--- config.mk ---
export PLATFORM = sky130hd
export DESIGN_NAME = mem_responder
export DESIGN_NICKNAME = d
export VERILOG_FILES = /design/src/rtl/mem_responder.sv
export SDC_FILE = /design/constraint.sdc
export NUM_CORES = 1
export LEC_CHECK = 0
export CAP_MARGIN = 20
export CORE_ASPECT_RATIO = 0.5
export CORE_MARGIN = 2
export CORE_UTILIZATION = 60
export CTS_CLUSTER_SIZE = 14
export DETAILED_ROUTE_END_ITERATION = 16
export PLACE_DENSITY = 0.8
export SYNTH_ARGS = -nofsm -noshare
export SYNTH_HDL_FRONTEND = slang
export SYNTH_SLANG_ARGS = --single-unit
--- constraint.sdc ---
create_clock -name clk -period 3.11 [get_ports clk]
set_input_delay 0.311 -clock clk [delete_from_list [all_inputs] [get_ports clk]]
set_output_delay 0.311 -clock clk [all_outputs]
set_load 0.05 [all_outputs]
--- src/rtl/mem_responder.sv ---
// mem_responder: req/ack word store with wait states and preload port.
// Optional MEM_PARITY_EN adds a per-word even-parity bit and the perr flag.
module mem_responder #(
    parameter int ADDR_W      = 4,
    parameter int DATA_W      = 8,
    parameter int WAIT_CYCLES = 1
) (
    input  logic              clk,
    input  logic              reset,
    input  logic              req,
    input  logic              we,
    input  logic [ADDR_W-1:0] addr,
    input  logic [DATA_W-1:0] wdata,
    output logic [DATA_W-1:0] rdata,
    output logic              ack,
    output logic              busy,
    input  logic              ld_en,
    input  logic [ADDR_W-1:0] ld_addr,
    input  logic [DATA_W-1:0] ld_data,
    input  logic              err_inj,
    output logic              perr
);
    typedef enum logic [1:0] {S_IDLE, S_WAIT, S_RESP} state_t;
    state_t state, state_nx;
    logic [3:0] cnt;
    logic [ADDR_W-1:0] addr_q, acc_addr;
    logic [DATA_W-1:0] wdata_q, acc_wdata;
    logic we_q, acc_we, acc, wr_acc, wr_ld;
    logic [DATA_W-1:0] mem [2**ADDR_W];
    // With zero wait states the access happens on the request edge itself, so use live inputs there.
    always_comb begin
        acc = (state == S_IDLE && req && WAIT_CYCLES == 0) || (state == S_WAIT && cnt == 4'd1);
        acc_addr = state == S_IDLE ? addr : addr_q;
        acc_we = state == S_IDLE ? we : we_q;
        acc_wdata = state == S_IDLE ? wdata : wdata_q;
        wr_acc = acc && acc_we;
        wr_ld = state == S_IDLE && !req && ld_en;
        state_nx = state;
        case (state)
            S_IDLE: state_nx = req ? (WAIT_CYCLES == 0 ? S_RESP : S_WAIT) : S_IDLE;
            S_WAIT: state_nx = cnt == 4'd1 ? S_RESP : S_WAIT;
            S_RESP: state_nx = req ? S_RESP : S_IDLE;
            default: state_nx = S_IDLE;
        endcase
    end
    assign busy = state != S_IDLE;
    always_ff @(posedge clk or negedge reset) begin
        if (!reset) state <= S_IDLE;
        else state <= state_nx;
    end
    always_ff @(posedge clk or negedge reset) begin
        if (!reset) begin
            cnt <= '0;
            ack <= 1'b0;
            rdata <= '0;
            addr_q <= '0;
            we_q <= 1'b0;
            wdata_q <= '0;
        end else begin
            if (state == S_IDLE && req) begin
                addr_q <= addr;
                we_q <= we;
                wdata_q <= wdata;
                cnt <= 4'(WAIT_CYCLES);
            end else if (state == S_WAIT) begin
                cnt <= cnt - 4'd1;
            end
            if (acc) begin
                ack <= 1'b1;
                if (!acc_we) rdata <= mem[acc_addr];
            end else if (state == S_RESP && !req) begin
                ack <= 1'b0;
            end
        end
    end
    // Array contents are deliberately outside the reset domain.
    always_ff @(posedge clk) begin
        if (wr_acc) mem[acc_addr] <= acc_wdata;
        else if (wr_ld) mem[ld_addr] <= ld_data;
    end
`ifdef MEM_PARITY_EN
    logic par [2**ADDR_W];
    always_ff @(posedge clk) begin
        if (wr_acc) par[acc_addr] <= ^acc_wdata ^ err_inj;
        else if (wr_ld) par[ld_addr] <= ^ld_data ^ err_inj;
    end
    always_ff @(posedge clk or negedge reset) begin
        if (!reset) perr <= 1'b0;
        else if (acc && !acc_we) perr <= (^mem[acc_addr]) != par[acc_addr];
    end
`else
    logic unused_err_inj;
    assign unused_err_inj = err_inj;
    assign perr = 1'b0;
`endif
endmodule
# After elaboration in Yosys (flattened, before gate mapping)
# Memory sizes are Yosys's and may differ from the RTL's. A register that Yosys moved wholly into a read port is not among the register bits.
# Index checks and enable logic that the tools add are counted.
# classes
addsub	1
n_eq_ne	3
n_mux	19
n_bitwise	1
n_reduce_logical	14
# ops
operator	count
two-way mux 4 bit	4
two-way mux 8 bit	2
two-way mux 1 bit	10
OR reduction 8 bit	1
logical AND 1 bit	6
case mux 2 bit (3 select lines)	1
nonzero test 2 bit	3
== test 4 x 1 -> 1 bit (second input constant)	1
two-way mux 2 bit	2
subtractor 4 x 1 -> 4 bit (second input constant)	1
== test 2 x 1 -> 1 bit (second input constant)	1
== test 2 bit (second input constant)	1
logical NOT 1 bit	2
logical NOT 2 bit	1
AND reduction 2 bit	1
inverter 1 bit	1
# totals
regBits	20
mem_bits_rw	128
inputBits	30
output_inout_bits	11
wordCells	45
n_memories	1
# mem_list
name	depth	word_bits	rd	rd_clocked_by_memory_dff	write_ports	line_no	source
mem	16	8	1	1	1	29	logic [DATA_W-1:0] mem [2**ADDR_W];

# Longest topological paths before layout
# logic_depth
ltp_word	8
depth_mapped	8
ltp_nobuf	7

# Worst setup path after synthesis
# Ideal clock, no wire load.
# synth_timing
path_kind	register to register
startpoint	register state[1]
endpoint	memory mem[4][0] (enable)
setup_time_ps	370
arrival_ps	2009
required_time_ps	2740
path_slack_ps	731
stages_incl_launch_ff	8
n_path_buf	3
cell_sequence	dfrtp_1 -> buf_6 -> or4b_1 -> clkbuf_1 -> buf_2 -> o22ai_1 -> nand2_1 -> nor2_1
# synth_via
elab_chain_len	8
elab_cells_between_ends	16
# synth_lines
element	line_no	source
start: declaration	24	state_t state, state_nx;
start signal: assignment	49	else state <= state_nx;
logical NOT 2 bit	33, 34, 37	
logical AND 1 bit (2 in a row)	37	wr_ld = state == S_IDLE && !req && ld_en;
two-way mux 1 bit	79	else if (wr_ld) mem[ld_addr] <= ld_data;
two-way mux 1 bit	78	if (wr_acc) mem[acc_addr] <= acc_wdata;
two-way mux 1 bit (not written as such)	79	
OR reduction 8 bit (no line)	--	
two-way mux 4 bit (no line) / two-way mux 1 bit (equally long branches)	--	
end: declaration	29	
# Several ways; a longest one is shown, not always the timed one.

# Final worst setup path
# layout_timing
startpoint	register state[1]
endpoint	register rdata[1], read port of mem
# layout_via
elab_chain_len	4
elab_cells_between_ends	7
# layout_lines
element	line_no	source
logical NOT 2 bit	33, 34	
two-way mux 1 bit	34	acc_we = state == S_IDLE ? we : we_q;
inverter 1 bit (no line)	--	
AND reduction 2 bit (no line)	--	
end: declaration	14	output logic [DATA_W-1:0] rdata,
# Several ways; a longest one is shown, not always the timed one.
# A chain may end at the register's enable or synchronous reset.

==> reports/metrics.cfg <==
[placement]
pre_cts_ws_ps=167.6
gp_congestion=0.8563
hpwl_microns=11290
placedCellCount=761
io_buffer_count=38
dpl_cell_area_sq_um=7976

[global_route]
grt_use_total_pct=28.56
grt-ovfl-total=0
grt_pass1_vias=5014
grt_max_degree=46
grt_antenna_before_repair=0
grt_pass1_wl_microns=27410

[worst_setup_path]
r2r-end=rdata[1]
cp-start-kind=register
crit_start=state[1]
cp_max_fo=44
timing.rr.start=state[1]
r2r_setup_slack_ps=360
path_class=register to register
rr_worst_depth=7
worstPathArrival_ps=3020
critPathCaptureType=register
crit_required_ps=3380

[cts]
cts_tree=done
cts_sinks=156
cts-root-buf=clkbuf_16
cts.path.max_buffers=2
h-tree-depth=4
cts_buffers=17
cts_setup_buffers=0
hold_buffers=0
postCtsResizedCells=0
cts.clk_slew.worst_paths_ps=70
clk_latency_ps=430

[logic_synthesis]
ys_types=59
synthAdderAreaFrac_pct=0.3459
ys_seq_area_share_pct=62.82
synthSimpleGateAreaFrac_pct=12.02
async_reset_ff_share_pct=17.95
synthFlopType=edfxtp_1
synth_mux_area_share_pct=5.707
synth_compound_area_share_pct=15.27
ys_ff_latch=156
synth.avg_cell_area_sq_um=13.13
netlist_area_sq_um=7234
synth_top_family_by_area=compound AO/OA/AOI/OAI gates
syn_nets=583
syn_inst=551
yosysWarnings=0
synth_xor_area_share_pct=0
synth_edf_count=128

[die]
core_sq_um=11770
start_util_pct=61.46
dieArea_sq_um=13010
io-pin-count=41
std_cell_rows=28
fp.dieW_microns=159.3
fp.dieH_microns=81.65

[sta]
min_period_ps=2751
setup_viol=0
max_freq_mhz=363.5
rsz0062_at_grt=no
tightest_slew_ps=852.8
final_max_slew_viol_count=0
tns_ps=0
holdWs_ps=276.2
fin_ws_ps=359.1
fin_skew_ps=14.47
min_period_over_period_pct=88.45
relSlewSlack_pct=42.93
hold_viol=0

[cells_and_area]
final_core_util_pct=72.69
multiInputGateArea_sq_um=2416
stdcell_count=793
nets=647
syn2layout_area_growth_pct=18.28
stdcell_area_sq_um=8557
drive_gt1_share_pct=22.29
n_antenna_cell=0
n_fill_cell=714
regArea_sq_um=4544

[drt]
dr_total_vias=5196
drt_iter0_markers=749
viasPerCell=6.552
drcViolationCount=0
post_drt_wl_per_cell_microns=22.47
routed_wl_microns=17820
ant_nets=0
drtPass1Iterations=6

[power_and_ir_drop]
p_leak_nw=3.008
finalPower_mw=9.522
pwr_density_cell_nw_per_um2=1113
ir_drop_v=0.0007989

[flow_run]
cap_violations=0

[status]
status=complete, no violations

[hold_path]
hp-class=input port to asynchronous set/reset pin

synth_stat cells (7+ instances only):
library cell,n,area [sq um]
nor2_1,33,123.9
edfxtp_1,128,3844
o211a_1,8,80.08
nand2_1,34,127.6
a211oi_1,12,90.09
mux2_2,32,360.4
clkbuf_1,12,45.04
dfrtp_1,28,700.7
a21oi_1,10,50.05
a221oi_1,8,70.07
nor4bb_1,8,80.08
nand2b_1,9,56.30
a31oi_1,13,81.33
o22ai_1,9,56.30
buf_6,7,78.83
nand3_1,53,265.3
o21ai_0,33,165.2
o221a_2,8,90.09
o211ai_1,8,60.06
buf_2,18,90.09
worst max-delay path: stages, from the launching register on:
cell and delay [ps]:
dfrtp_1 410, buf_12 200, nor2_4 220, inv_2 180
a31oi_1 530, nor2_1 220, a2111oi_1 680, o32ai_1 150
worst max path at each step:
stage	to	slack, ps
floorplan	mem[4][0]	730
CTS	rdata[1]	440
global route	rdata[0]	250
global placement	mem[2][5]	230
detailed placement	mem[2][5]	170
finish	rdata[1]	360
cell families (layout without fill, tap and decap cells):
kind of cell,count (synthesis),in the layout
AOI/OAI and AO/OA,145,145
adders and majority gates,2,2
buffers and inverters,49,126
DFF,156,156
muxes,37,37
other,1,1
and+or+nand+nor,161,161
area by class of cell:
cell class	instances	share of cell area, %
Multi-Input combinational cell	346	28.24
Clock buffer	18	5.015
Inverter	7	0.3071
Timing Repair Buffer	87	9.153
Clock inverter	14	1.769
Tap cell	165	2.413
Sequential cell	156	53.11
report_power, final:
part | internal [mW] | switching [mW]
Clock | 1.14 | 0.915
Combinational | 1.54 | 2.79
Sequential | 2.95 | 0.186
state kept, by name (all words and copies together), names as in the netlist:
signal	flops
rdata	8
mem	128
state	2
cnt	4
wdata_q	8
addr_q	4
ack	1
we_q	1
layout by cell type, fill, tap and decap left out, types with 3 or more instances in the layout:
cell type	count
a311oi_1	5
a31oi_1	13
a2111oi_1	4
buf_12	3
nor4bb_1	8
a21oi_1	10
a211oi_1	12
clkbuf_16	17
inv_6	3
inv_1	6
nand2b_1	9
a221oi_1	8
edfxtp_1	128
o21ai_0	33
o211a_1	8
o32ai_1	4
nand3_1	53
o221a_2	8
o22ai_1	9
clkinv_4	4
o211ai_1	8
o31ai_1	4
a311oi_2	3
o41ai_2	4
dfrtp_1	28
buf_4	47
nor2_1	33
nand2_1	34
nor3_1	6
mux2_2	32
clkdlybuf4s50_1	37
inv_8	4
mux2i_1	3
layer usage:
layer	wire length, microns	global-route usage [%]	share of wire, %
met1	7207	37.90	40
met2	8107	45.17	46
met3	2106	9.747	12
met4	393	9.364	2.2
met5	0	0	0
(Power assumes the default switching activity.)
==> edit: new RTL, same settings <==
The 3 states of `state_t` get a one-hot encoding in 3 bits.
--- a/src/rtl/mem_responder.sv
+++ b/src/rtl/mem_responder.sv
@@ -21,5 +21,5 @@
     output logic              perr
 );
-    typedef enum logic [1:0] {S_IDLE, S_WAIT, S_RESP} state_t;
+    typedef enum logic [2:0] {S_IDLE = 3'b001, S_WAIT = 3'b010, S_RESP = 3'b100} state_t;
     state_t state, state_nx;
     logic [3:0] cnt;
Function: no difference found for any inputs over 4 cycles, from zero or initial values and one cycle with reset low; so few cycles prove little.
==> edit against the unedited design <==
- synthesized cell count is 1.3% lower
- sequential cell count is 1 higher
- area after synthesis is 3.1% lower
- via count is 5.2% lower
- setup slack worse by 260 ps
- power is 11% lower
- routed wire length is 4.3% lower
- design area is 3.5% lower
- critical endpoint is now mem[7][2]
- largest cell class unchanged
- largest power group unchanged
==> edit: results (changes against the unedited design) <==
outcome -> finished, final reports clean
DRT iter0 DRCs -> 619 (-17%)
dpl ws -> 225 ps (+57.1 ps)
minimum clock period after layout -> 3010 ps (+259 ps)
Top FF cell, synth -> edfxtp_1
worst skew pair latency -> 420 ps
post-CTS setup buffers -> 0 (unchanged)
Post-Place Cells -> 747 (-1.8%)
WL met3 -> 2220 um (+5.4%)
Register-to-Register Path Depth -> 5 (-2)
Num CTS Buffers -> 17 (unchanged)
WHS -> 294 ps (+17.5 ps)
Buffers on Ports -> 38 (unchanged)
CP max FO -> 10 (-77%)
Setup CP Type -> flip-flop to flip-flop
Hold WC Path Type -> primary input to asynchronous set/reset pin
Root Buffer -> clkbuf_16
Synthesized Nets -> 576 (-1.2%)
Routed WL per cell -> 21.9 um (-2.6%)
top post-synthesis cells by area -> edfxtp_1, dfrtp_1, mux2i_1, nand2_1, mux4_2
YS warnings -> 0 (unchanged)
EDFF count, synth -> 128 (unchanged)
Non-Filler Instances -> 779 (-1.8%)
post-DP HPWL -> 11300 um (+0.20%)
antenna violations before repair -> 0 (unchanged)
final net count -> 639 (-1.2%)
synthesized instance count -> 544 (-1.3%)
Vias -> 4924 (-5.2%)
Async SR Flop Fraction -> 18.5% (+0.52 points)
final RePlAce weighted congestion -> 0.947 (+11%)
arrival time worst endpoint -> 3060 ps (+40 ps)
Fill cells -> 682 (-4.5%)
CTS clk-pin slew, worst paths -> 60 ps
Post-synth top cells -> edfxtp_1, nand2_1, mux2i_1
register area share after synthesis -> 65.2% (+2.4 points)
M1 WL -> 6540 um (-9.3%)
pin count of the biggest net entering global routing -> 31 (-33%)
layout cells sized above 1 -> 13.5% (-8.7 points)
Placed Area -> 7720 um^2 (-3.2%)
Tot GR Track Use -> 29.1% (+0.58 points)
vias in the first global route -> 4889 (-2.5%)
Clock Skews -> 13.3 ps (-1.20 ps)
reg2reg start -> state[0]
Pleak -> 3.02 nW (+0.40%)
IR drop worst, VDD -> 0.646 mV (-19%)
Sw Ratio -> 38.2% (-2.6 points)
Yosys cell types -> 50 (-15%)
worst relative slew slack -> 43.1% (+0.15 points)
worst reg-to-reg setup slack -> 100 ps (-260 ps)
H-Tree Depth -> 4 (unchanged)
first-pass GRT wire length -> 26200 um (-4.3%)
met2 wire len -> 7860 um (-3.1%)
[edit: power groups by stage]
stage,sequential (mW),clock [mW],combinational [mW]
floorplan,3.28,0,1.97
detailed placement,3.15,0,3.31
CTS,3.12,1.89,3.35
global placement,3.14,0,3.23
finish,3.13,1.89,3.43
global route,3.15,1.99,3.66
[edit: cell families (layout without fill, tap and decap cells)]
family	after synthesis	in the layout	synth area share, %
xor gates and xnor gates	2	2	0.250
and+or+nand+nor	184	184	12.5
adders and majority gates	2	2	0.357
muxes	59	59	9.62
DFF	157	157	65.2
AOI/OAI and AO/OA	100	100	9.55
other	1	1	0.0535
buffers and inverters	39	115	2.52
[edit: path summary, 6_finish.rpt]
kind / to
setup / recovery: mem[7][2]
hold / removal: wdata_q[3]
setup reg to reg: mem[7][2]
hold reg to reg: wdata_q[3]
max in group asynchronous: state[0]
min in group clk: we_q
[edit: cell type report]
| type | count | area (um^2) | area share [%] |
|---|---|---|---|
| multi-input combinational | 348 | 2270 | 27.5 |
| clock inverter | 10 | 92.6 | 1.12 |
| inverter | 9 | 33.8 | 0.409 |
| sequential | 157 | 4570 | 55.3 |
| timing repair buffer | 74 | 651 | 7.88 |
| clock buffer | 22 | 444 | 5.38 |
| tap | 159 | 199 | 2.41 |
[edit: critical path: stages (launching register included)]
cell and delay [ps]:
dfstp_2 550, nor3b_4 530, mux2i_1 290, nor2_1 330, a21oi_1 270, nor2_1 660
[edit: metal layers]
metal | up-vias | global-route usage, %
li1 | 2185 | -
met1 | 2403 | 39.0
met2 | 290 | 45.6
met3 | 46 | 9.34
met4 | 0 | 10.1
met5 | - | 0
